$ cat src/rtl/hazard_sched.sv
// hazard_sched: pipeline sequencing controller for the 5-stage MIPS core.
// Detects load-use hazards, squashes wrong-path fetches after a taken branch,
// freezes the back end while data memory is busy, and halts on an undefined
// instruction or a data-memory timeout.
//
// Ports:
//   clk, rst       rising-edge clock, synchronous active-high reset
//   IfId_Inst      instruction in decode (rs/rt/opcode used for load-use)
//   UndefInst      undefined-opcode flag from decode
//   IdEx_MemR/Rt   load in EX and its destination register
//   Branch_taken   taken branch/jump resolved in EX
//   ExMem_MemReq   MEM-stage data access, DMem_ready completes it
//   Pipe_stall     bubble request to the decode control unit
//   PC_write, IfId_write, IfId_flush, IdEx_flush, Freeze   pipe enables
//   Halt, ExcCode  sticky halt and its cause (01 undef, 10 mem timeout)
//   StallCnt       saturating count of cycles with PC_write=0
module hazard_sched #(
  parameter int FLUSH_CYCLES = 1,
  parameter int MEM_TIMEOUT  = 15,
  parameter int CNT_W        = 16
) (
  input  logic             clk,
  input  logic             rst,
  input  logic [31:0]      IfId_Inst,
  input  logic             UndefInst,
  input  logic             IdEx_MemR,
  input  logic [4:0]       IdEx_Rt,
  input  logic             Branch_taken,
  input  logic             ExMem_MemReq,
  input  logic             DMem_ready,
  output logic             Pipe_stall,
  output logic             PC_write,
  output logic             IfId_write,
  output logic             IfId_flush,
  output logic             IdEx_flush,
  output logic             Freeze,
  output logic             Halt,
  output logic [1:0]       ExcCode,
  output logic [CNT_W-1:0] StallCnt
);

  typedef enum logic [1:0] {RUN, FLUSH, MEMWAIT, HALT} state_t;

  localparam logic [2:0] FL_RELOAD = 3'(FLUSH_CYCLES - 1);
  localparam logic [7:0] TMO       = 8'(MEM_TIMEOUT);

  state_t     state, state_nxt, ret_q, ret_nxt, act;
  logic [2:0] fcnt_q, fcnt_nxt;
  logic [7:0] tcnt_q, tcnt_nxt, tcnt_inc;
  logic [1:0] exc_nxt;
  logic       memwait, load_use, rt_src, do_run;
  logic [5:0] opcode;
  logic [15:0] unused_bits;

  assign unused_bits = IfId_Inst[15:0];
  assign opcode   = IfId_Inst[31:26];
  // rt is a source only for R-type, beq, bne and sw
  assign rt_src   = (opcode == 6'h00) || (opcode == 6'h04) ||
                    (opcode == 6'h05) || (opcode == 6'h2b);
  assign load_use = IdEx_MemR && (IdEx_Rt != 5'd0) &&
                    ((IdEx_Rt == IfId_Inst[25:21]) ||
                     ((IdEx_Rt == IfId_Inst[20:16]) && rt_src));
  assign memwait  = ExMem_MemReq && !DMem_ready;
  assign tcnt_inc = tcnt_q + 8'd1;

  always_comb begin
    state_nxt  = state;
    ret_nxt    = ret_q;
    fcnt_nxt   = fcnt_q;
    tcnt_nxt   = tcnt_q;
    exc_nxt    = ExcCode;
    act        = state;
    do_run     = 1'b0;
    Pipe_stall = 1'b0;
    PC_write   = 1'b1;
    IfId_write = 1'b1;
    IfId_flush = 1'b0;
    IdEx_flush = 1'b0;
    Freeze     = 1'b0;
    Halt       = 1'b0;
    if (rst) begin
      state_nxt  = RUN;
      ret_nxt    = RUN;
      fcnt_nxt   = '0;
      tcnt_nxt   = '0;
      exc_nxt    = 2'b00;
      Pipe_stall = 1'b1;
      PC_write   = 1'b0;
      IfId_write = 1'b0;
      IfId_flush = 1'b1;
      IdEx_flush = 1'b1;
    end else begin
      case (state)
        HALT: begin
          Halt       = 1'b1;
          Freeze     = 1'b1;
          Pipe_stall = 1'b1;
          PC_write   = 1'b0;
          IfId_write = 1'b0;
        end
        MEMWAIT: begin
          if (!DMem_ready) begin
            Freeze     = 1'b1;
            PC_write   = 1'b0;
            IfId_write = 1'b0;
            tcnt_nxt   = tcnt_inc;
            if (tcnt_inc == TMO) begin
              state_nxt = HALT;
              exc_nxt   = 2'b10;
            end
          end else begin
            // ready cycle: pipe moves again, behave as the saved state would
            tcnt_nxt = '0;
            act      = ret_q;
            do_run   = 1'b1;
          end
        end
        default: begin
          if (memwait) begin
            Freeze     = 1'b1;
            PC_write   = 1'b0;
            IfId_write = 1'b0;
            ret_nxt    = state;
            tcnt_nxt   = tcnt_inc;
            if (tcnt_inc == TMO) begin
              state_nxt = HALT;
              exc_nxt   = 2'b10;
            end else begin
              state_nxt = MEMWAIT;
            end
          end else begin
            do_run = 1'b1;
          end
        end
      endcase

      if (do_run) begin
        state_nxt = RUN;
        if (Branch_taken) begin
          IfId_flush = 1'b1;
          IdEx_flush = 1'b1;
          if (FL_RELOAD != 3'd0) begin
            state_nxt = FLUSH;
            fcnt_nxt  = FL_RELOAD;
          end
        end else if (act == FLUSH) begin
          // wrong-path slot: undef and load-use are meaningless here
          IfId_flush = 1'b1;
          if (fcnt_q > 3'd1) begin
            state_nxt = FLUSH;
            fcnt_nxt  = fcnt_q - 3'd1;
          end else begin
            fcnt_nxt  = '0;
          end
        end else if (UndefInst) begin
          Pipe_stall = 1'b1;
          PC_write   = 1'b0;
          IfId_write = 1'b0;
          state_nxt  = HALT;
          exc_nxt    = 2'b01;
        end else if (load_use) begin
          Pipe_stall = 1'b1;
          PC_write   = 1'b0;
          IfId_write = 1'b0;
        end
      end
    end
  end

  always_ff @(posedge clk) begin
    if (rst) begin
      state    <= RUN;
      ret_q    <= RUN;
      fcnt_q   <= '0;
      tcnt_q   <= '0;
      ExcCode  <= 2'b00;
      StallCnt <= '0;
    end else begin
      state   <= state_nxt;
      ret_q   <= ret_nxt;
      fcnt_q  <= fcnt_nxt;
      tcnt_q  <= tcnt_nxt;
      ExcCode <= exc_nxt;
      if (state != HALT && !PC_write && StallCnt != '1)
        StallCnt <= StallCnt + 1'b1;
    end
  end

endmodule

$ cat config.mk
export PLATFORM = sky130hd
export DESIGN_NAME = hazard_sched
export DESIGN_NICKNAME = d
export VERILOG_FILES = /design/src/rtl/hazard_sched.sv
export SDC_FILE = /design/constraint.sdc
export NUM_CORES = 1
export LEC_CHECK = 0
export CAP_MARGIN = 10
export CELL_PAD_IN_SITES_DETAIL_PLACEMENT = 1
export CELL_PAD_IN_SITES_GLOBAL_PLACEMENT = 1
export CORE_AREA = 2 2 70 72
export CTS_CLUSTER_DIAMETER = 60
export CTS_CLUSTER_SIZE = 10
export DETAILED_ROUTE_END_ITERATION = 12
export DIE_AREA = 0 0 72 74
export DONT_BUFFER_PORTS = 1
export GPL_ROUTABILITY_DRIVEN = 0
export MAX_ROUTING_LAYER = met4
export PLACE_DENSITY_LB_ADDON = 0.1
export REMOVE_ABC_BUFFERS = 1
export SYNTH_ARGS = -nofsm -noshare
export SYNTH_HDL_FRONTEND = slang
export SYNTH_SLANG_ARGS = --single-unit
$ cat constraint.sdc
create_clock -name clk -period 2.9 [get_ports clk]
set_input_delay 0.58 -clock clk [delete_from_list [all_inputs] [get_ports clk]]
set_output_delay 0.58 -clock clk [all_outputs]
set_load 0.005 [all_outputs]
==> impl_metrics.yaml, run 1 <==
outcome:
  outcome: "finished, final reports clean"
finish:
  nets: 301
  final_area_um2: 2140
  drive_gt1_frac: 0.0672
  regArea_um2: 661
  syn2layout_area_growth_pct: 6.55
  multi_input_area_um2: 1260
  n_antenna_cell: 0
  fillers: 581
synth:
  synthTopCellsByArea: "dfxtp_1 33%, nor2_1 6.4%, a21oi_1 5.7%"
  ys_ff_latch: 33
  ys_types: 41
  synth_top_flop_cell: "dfxtp_1"
  synth_area_um2: 2010
  synth_top_area_frac: 0.329
  yosysTopAreaCell: "dfxtp_1"
  post-synth-top-count-cell: "nor2_1"
  syn_avg_cell_area_um2: 7.99
  yosysSeqAreaShare: 0.329
  yosys_warnings: 0
  synth_edf_count: 0
  yosys-top-cells-count: "34 x nor2_1, 33 x dfxtp_1, 23 x a21oi_1"
  syn_inst: 251
  async_reset_ff_frac: 0
global_routing:
  grt_pass1_vias: 1819
  grt_max_degree: 43
  overflow: 0
  gr-usage-all-layers: 0.188
  grt_pass1_wl_um: 7820
  antenna_found_initial: 0
route:
  dr.pass1.iters: 4
  ant_nets: 0
  vias: 1791
  wl_per_cell_um: 15.1
  drtIter0Drc: 59
  viasPerCell: 5.83
  routed_wl_um: 4620
  drc: 0
critical_path:
  slowest_delay_ns: 0.43
  crit_slowest_cell: "or4_4"
  crit_buf_inv: 1
  cp-end-kind: "primary output"
  required_ns: 2.32
  crit_chain: "nor2b_1, or4_4, a2111oi_4, nor4_1, nor2_1, inv_1"
  cp_max_fo: 3
  crit_family: "simple AND/OR/NAND/NOR gates"
  critPathKind: "in2out"
  critPathLaunchType: "input port"
  crit_arrival_ns: 1.94
floorplan:
  die_x_um: 72
  row_count: 25
  initial_utilization: 0.436
  core_um2: 4600
  die_area_um2: 5330
  die_h_um: 74
  top_level_ports: 69
place:
  dp_hpwl_um: 3360
  placed_area_um2: 2040
  portBuffers: 0
power:
  power_w: 0.000987
  vdd_ir_drop_max_v: 0.000196
  power.density_nw_per_um2: 462
  p_leak_nw: 0.751
sta:
  fin_tns_setup_ns: 0
  rsz0062_at_grt: "false"
  final_hold_viol_count: 0
  skew_ns: 0.00658
  period_share: 0.870
  slew_violations: 0
  max_freq_mhz: 396
  max_slew_margin: 0.670
  worst_pin_slew_ns: 0.495
  finalSetupViolCount: 0
  min_period_ns: 2.52
run:
  cap_violations: 0
clock_tree:
  ctsHoldBuffers: 0
  clkSinkCount: 33
  post_cts_resized: 0
  numCtsBuffers: 5
  insertion_delay_ns: 0.28
  htree_num_levels: 2
  clk_path_buf_depth: 2
  cts.clk_slew.worst_paths_ns: 0.07
  cts_root_buf: "clkbuf_8"
  post_cts_buffers: 0
  cts_tree: "yes"
worst_hold_path:
  hp-class: "in2reg"
-- report_power, final --
part	switching (W)	leakage, nW	total (W)	internal [W]
Clock	0.000172	0.0542	0.000387	0.000215
Sequential	0.0000187	0.267	0.000484	0.000465
Combinational	0.0000660	0.430	0.000116	0.0000504
Total	0.000257	0.751	0.000987	0.000730
-- path summary, 6_finish.rpt --
check | startpoint | end | slack, ns | cells past startpoint
setup / recovery | IfId_Inst[26] | PC_write | 0.38 | 6
hold / removal | rst | StallCnt[8] | 0.36 | 1
setup reg to reg | state[1] | StallCnt[9] | 0.69 | 7
hold reg to reg | ret_q[0] | ret_q[0] | 0.47 | 2
-- placed cells by master, fill, tap and decap left out, types with 2 or more instances in the layout --
cell type and n:
nor2_1 34, dfxtp_1 33, a21oi_1 23, nand2_1 15, o21ai_0 14, nand3_1 13, xnor2_1 11, or3_1 9
inv_1 8, nor3_1 8, nand4_1 7, clkbuf_8 7, a21o_1 6, xor2_1 6, nor2b_1 5, nand3b_1 5
and3_1 5, ha_1 5, nand2b_1 4, o21a_1 3, and4_1 3, mux2i_1 3, a22oi_1 2, or4_1 2
or4_4 2, nor4_1 2, a31oi_1 2, nor3b_1 2, buf_4 2
-- logic make-up after synthesis --
group                      share of synthesized area
adders and majority gates                     0.0312
AOI/OAI and AO/OA                              0.173
xor gates and xnor gates                      0.0742
and+or+nand+nor                                0.330
muxes                                         0.0206
DFF                                            0.329
buffers and inverters                         0.0412
-- layer usage --
layer	global-route usage	part of all wire	vias to the layer above
li1	-	-	896
met4	0.0377	0.0074	0
met5	-	0	-
met2	0.325	0.46	45
met1	0.219	0.47	844
met3	0.0556	0.064	6
-- metrics by stage --
step	utilization	std cells	setup WS [ns]	hold slack [ns]
3_5_place_dp	0.443	299	0.225	0.468
5_1_grt	0.465	307	0.268	0.341
6_report	0.465	307	0.376	0.359
4_1_cts	0.465	307	0.343	0.353
3_3_place_gp	0.443	299	0.262	0.455
2_1_floorplan	-	243	0.391	0.443
-- layout make-up --
type	count	area share
sequential	33	0.309
clock buffer	7	0.0451
clock inverter	1	0.00234
inverter	8	0.0141
timing repair buffer	2	0.00703
multi-input combinational	202	0.591
tap	54	0.0316
-- registers in the layout, indices dropped and copies added, names as in the netlist --
name / flops
StallCnt: 16
tcnt_q: 8
fcnt_q: 3
ExcCode: 2
ret_q: 2
state: 2
No activity file was read; power rests on OpenSTA's default activity.
==> run 2, diff against run 1 <==
--- a/config.mk
+++ b/config.mk
@@ -16,8 +16,9 @@
 export DONT_BUFFER_PORTS = 1
 export GPL_ROUTABILITY_DRIVEN = 0
 export MAX_ROUTING_LAYER = met4
-export PLACE_DENSITY_LB_ADDON = 0.1
+export PLACE_DENSITY_LB_ADDON = 0.25
 export REMOVE_ABC_BUFFERS = 1
+export SLEW_MARGIN = 25
 export SYNTH_ARGS = -nofsm -noshare
 export SYNTH_HDL_FRONTEND = slang
 export SYNTH_SLANG_ARGS = --single-unit
==> run 2 against run 1 <==
Worst hold slack worse by 0.0044 ns. Wire length grew 5.6%. Critical path depth unchanged. Design area stayed put. Worst setup slack got worse by 0.11 ns. Die area unchanged. Sequential cell count unchanged. Clock power grew 17%. Sequential power about the same. Combinational power about the same. Register-to-register slack improved by 0.02 ns. Critical endpoint is now IfId_write.
==> impl_metrics.yaml, run 2 (synthesis gave the netlist of run 1 again) <==
sta:
  max_freq_mhz: 380
  fin_tns_setup_ns: 0
  rsz0062_at_grt: "false"
  setup_slack_ns: 0.269
  skew_ns: 0.00446
  max_slew_margin: 0.634
  worst_pin_slew_ns: 0.548
  final_hold_viol_count: 0
  period_share: 0.907
  slew_violations: 0
  finalSetupViolCount: 0
  min_period_ns: 2.63
  worst_hold_slack_ns: 0.355
critical_path:
  r2r_end: "StallCnt[13]"
  reg2reg_slack_ns: 0.71
  crit_arrival_ns: 2.05
  critPathKind: "reg2out"
  cp-end-kind: "primary output"
  required_ns: 2.32
  r2r_cells: 7
  critPathLaunchType: "flop"
  cp_max_fo: 7
  r2r_start: "state[0]"
power:
  vdd_ir_drop_max_v: 0.000251
  p_leak_nw: 0.746
  power.density_nw_per_um2: 491
  power_w: 0.00105
floorplan:
  die_x_um: 72
  row_count: 25
  initial_utilization: 0.436
  top_level_ports: 69
  core_um2: 4600
  die_h_um: 74
  die_area_um2: 5330
place:
  place_ws_ns: 0.255
  portBuffers: 0
  dp_hpwl_um: 3520
global_routing:
  grt_pass1_vias: 1756
  overflow: 0
  grt_pass1_wl_um: 7860
  gr-usage-all-layers: 0.194
  grt_max_degree: 43
  antenna_found_initial: 0
clock_tree:
  cts_tree: "yes"
  ctsHoldBuffers: 0
  post_cts_buffers: 0
  clkSinkCount: 33
  post_cts_resized: 0
  insertion_delay_ns: 0.28
  cts_root_buf: "clkbuf_8"
  clk_path_buf_depth: 2
  cts.clk_slew.worst_paths_ns: 0.07
  htree_num_levels: 2
  numCtsBuffers: 5
finish:
  n_antenna_cell: 0
  drive_gt1_frac: 0.0558
  top_register: "StallCnt"
  final_cell_mix: "34 x nor2_1, 33 x dfxtp_1, 23 x a21oi_1"
  largest_register_ffs: 16
  syn2layout_area_growth_pct: 6.55
  final_common_cell: "nor2_1"
  nets: 299
  reg.largest.list: "StallCnt (16), tcnt_q (8), fcnt_q (3)"
route:
  drc: 0
  routed_wl_um: 4880
  drtIter0Drc: 77
  viasPerCell: 5.87
  ant_nets: 0
  dr.pass1.iters: 4
  wl_per_cell_um: 16.0
  vias: 1790
worst_hold_path:
  hp-class: "in2reg"
  holdPathStages: 1
  holdPathEnd: "StallCnt[11]"
  hold_path_startpoint: "rst"
outcome:
  outcome: "finished, final reports clean"
run:
  cap_violations: 0
## run 2: cell types whose count changed in the layout (fill, tap and decap cells not counted), sizes merged
cell    previous run  this run
bufinv             0         1
clkinv             1         0
buf                2         0
## run 2: where the power goes
part	internal [W]	total, W	leakage (nW)	switching (W)
registers	0.000465	0.000484	0.267	0.0000186
clock network	0.000280	0.000451	0.0585	0.000171
logic	0.0000471	0.000113	0.421	0.0000660
## run 2: layout make-up
type | instances | area, µm²
clock inverters | 1 | 30.0
inverters | 8 | 30.0
clock buffers | 7 | 86.3
multi-input cells | 202 | 1260
well taps | 54 | 67.6
flip-flops and latches | 33 | 661
fillers | 571 | 2460
## run 2: metrics by stage
step	instance area [µm²]	std cells	util
2_1_floorplan	1950	243	-
3_3_place_gp	2020	297	0.439
3_5_place_dp	2020	297	0.439
4_1_cts	2140	305	0.465
5_1_grt	2140	305	0.465
6_report	2140	305	0.465
## run 2: worst max path at each step
stage / cells after the start / start / slack, ns / endpoint
final: 6 / state[0] / 0.27 / IfId_write
after CTS: 6 / state[0] / 0.19 / IfId_write
after global placement: 7 / IfId_Inst[26] / 0.29 / StallCnt[9]
after floorplan: 7 / IfId_Inst[26] / 0.39 / StallCnt[9]
after global routing: 6 / state[0] / 0.005 / IfId_write
after detailed placement: 7 / IfId_Inst[26] / 0.26 / StallCnt[9]
## run 2: worst max-delay path, stage by stage (launching register included)
cell and delay, ns:
dfxtp_1 0.37, nand2b_1 0.18, a21oi_1 0.33, nand2b_1 0.14, nor4_1 0.47, nor2_1 0.15
inv_1 0.13
## run 2: metal layers
| metal | GRT usage | part of all wire |
|---|---|---|
| met4 | 0.0692 | 0.014 |
| met5 | - | 0 |
| met3 | 0.0488 | 0.060 |
| met2 | 0.322 | 0.45 |
| met1 | 0.230 | 0.47 |
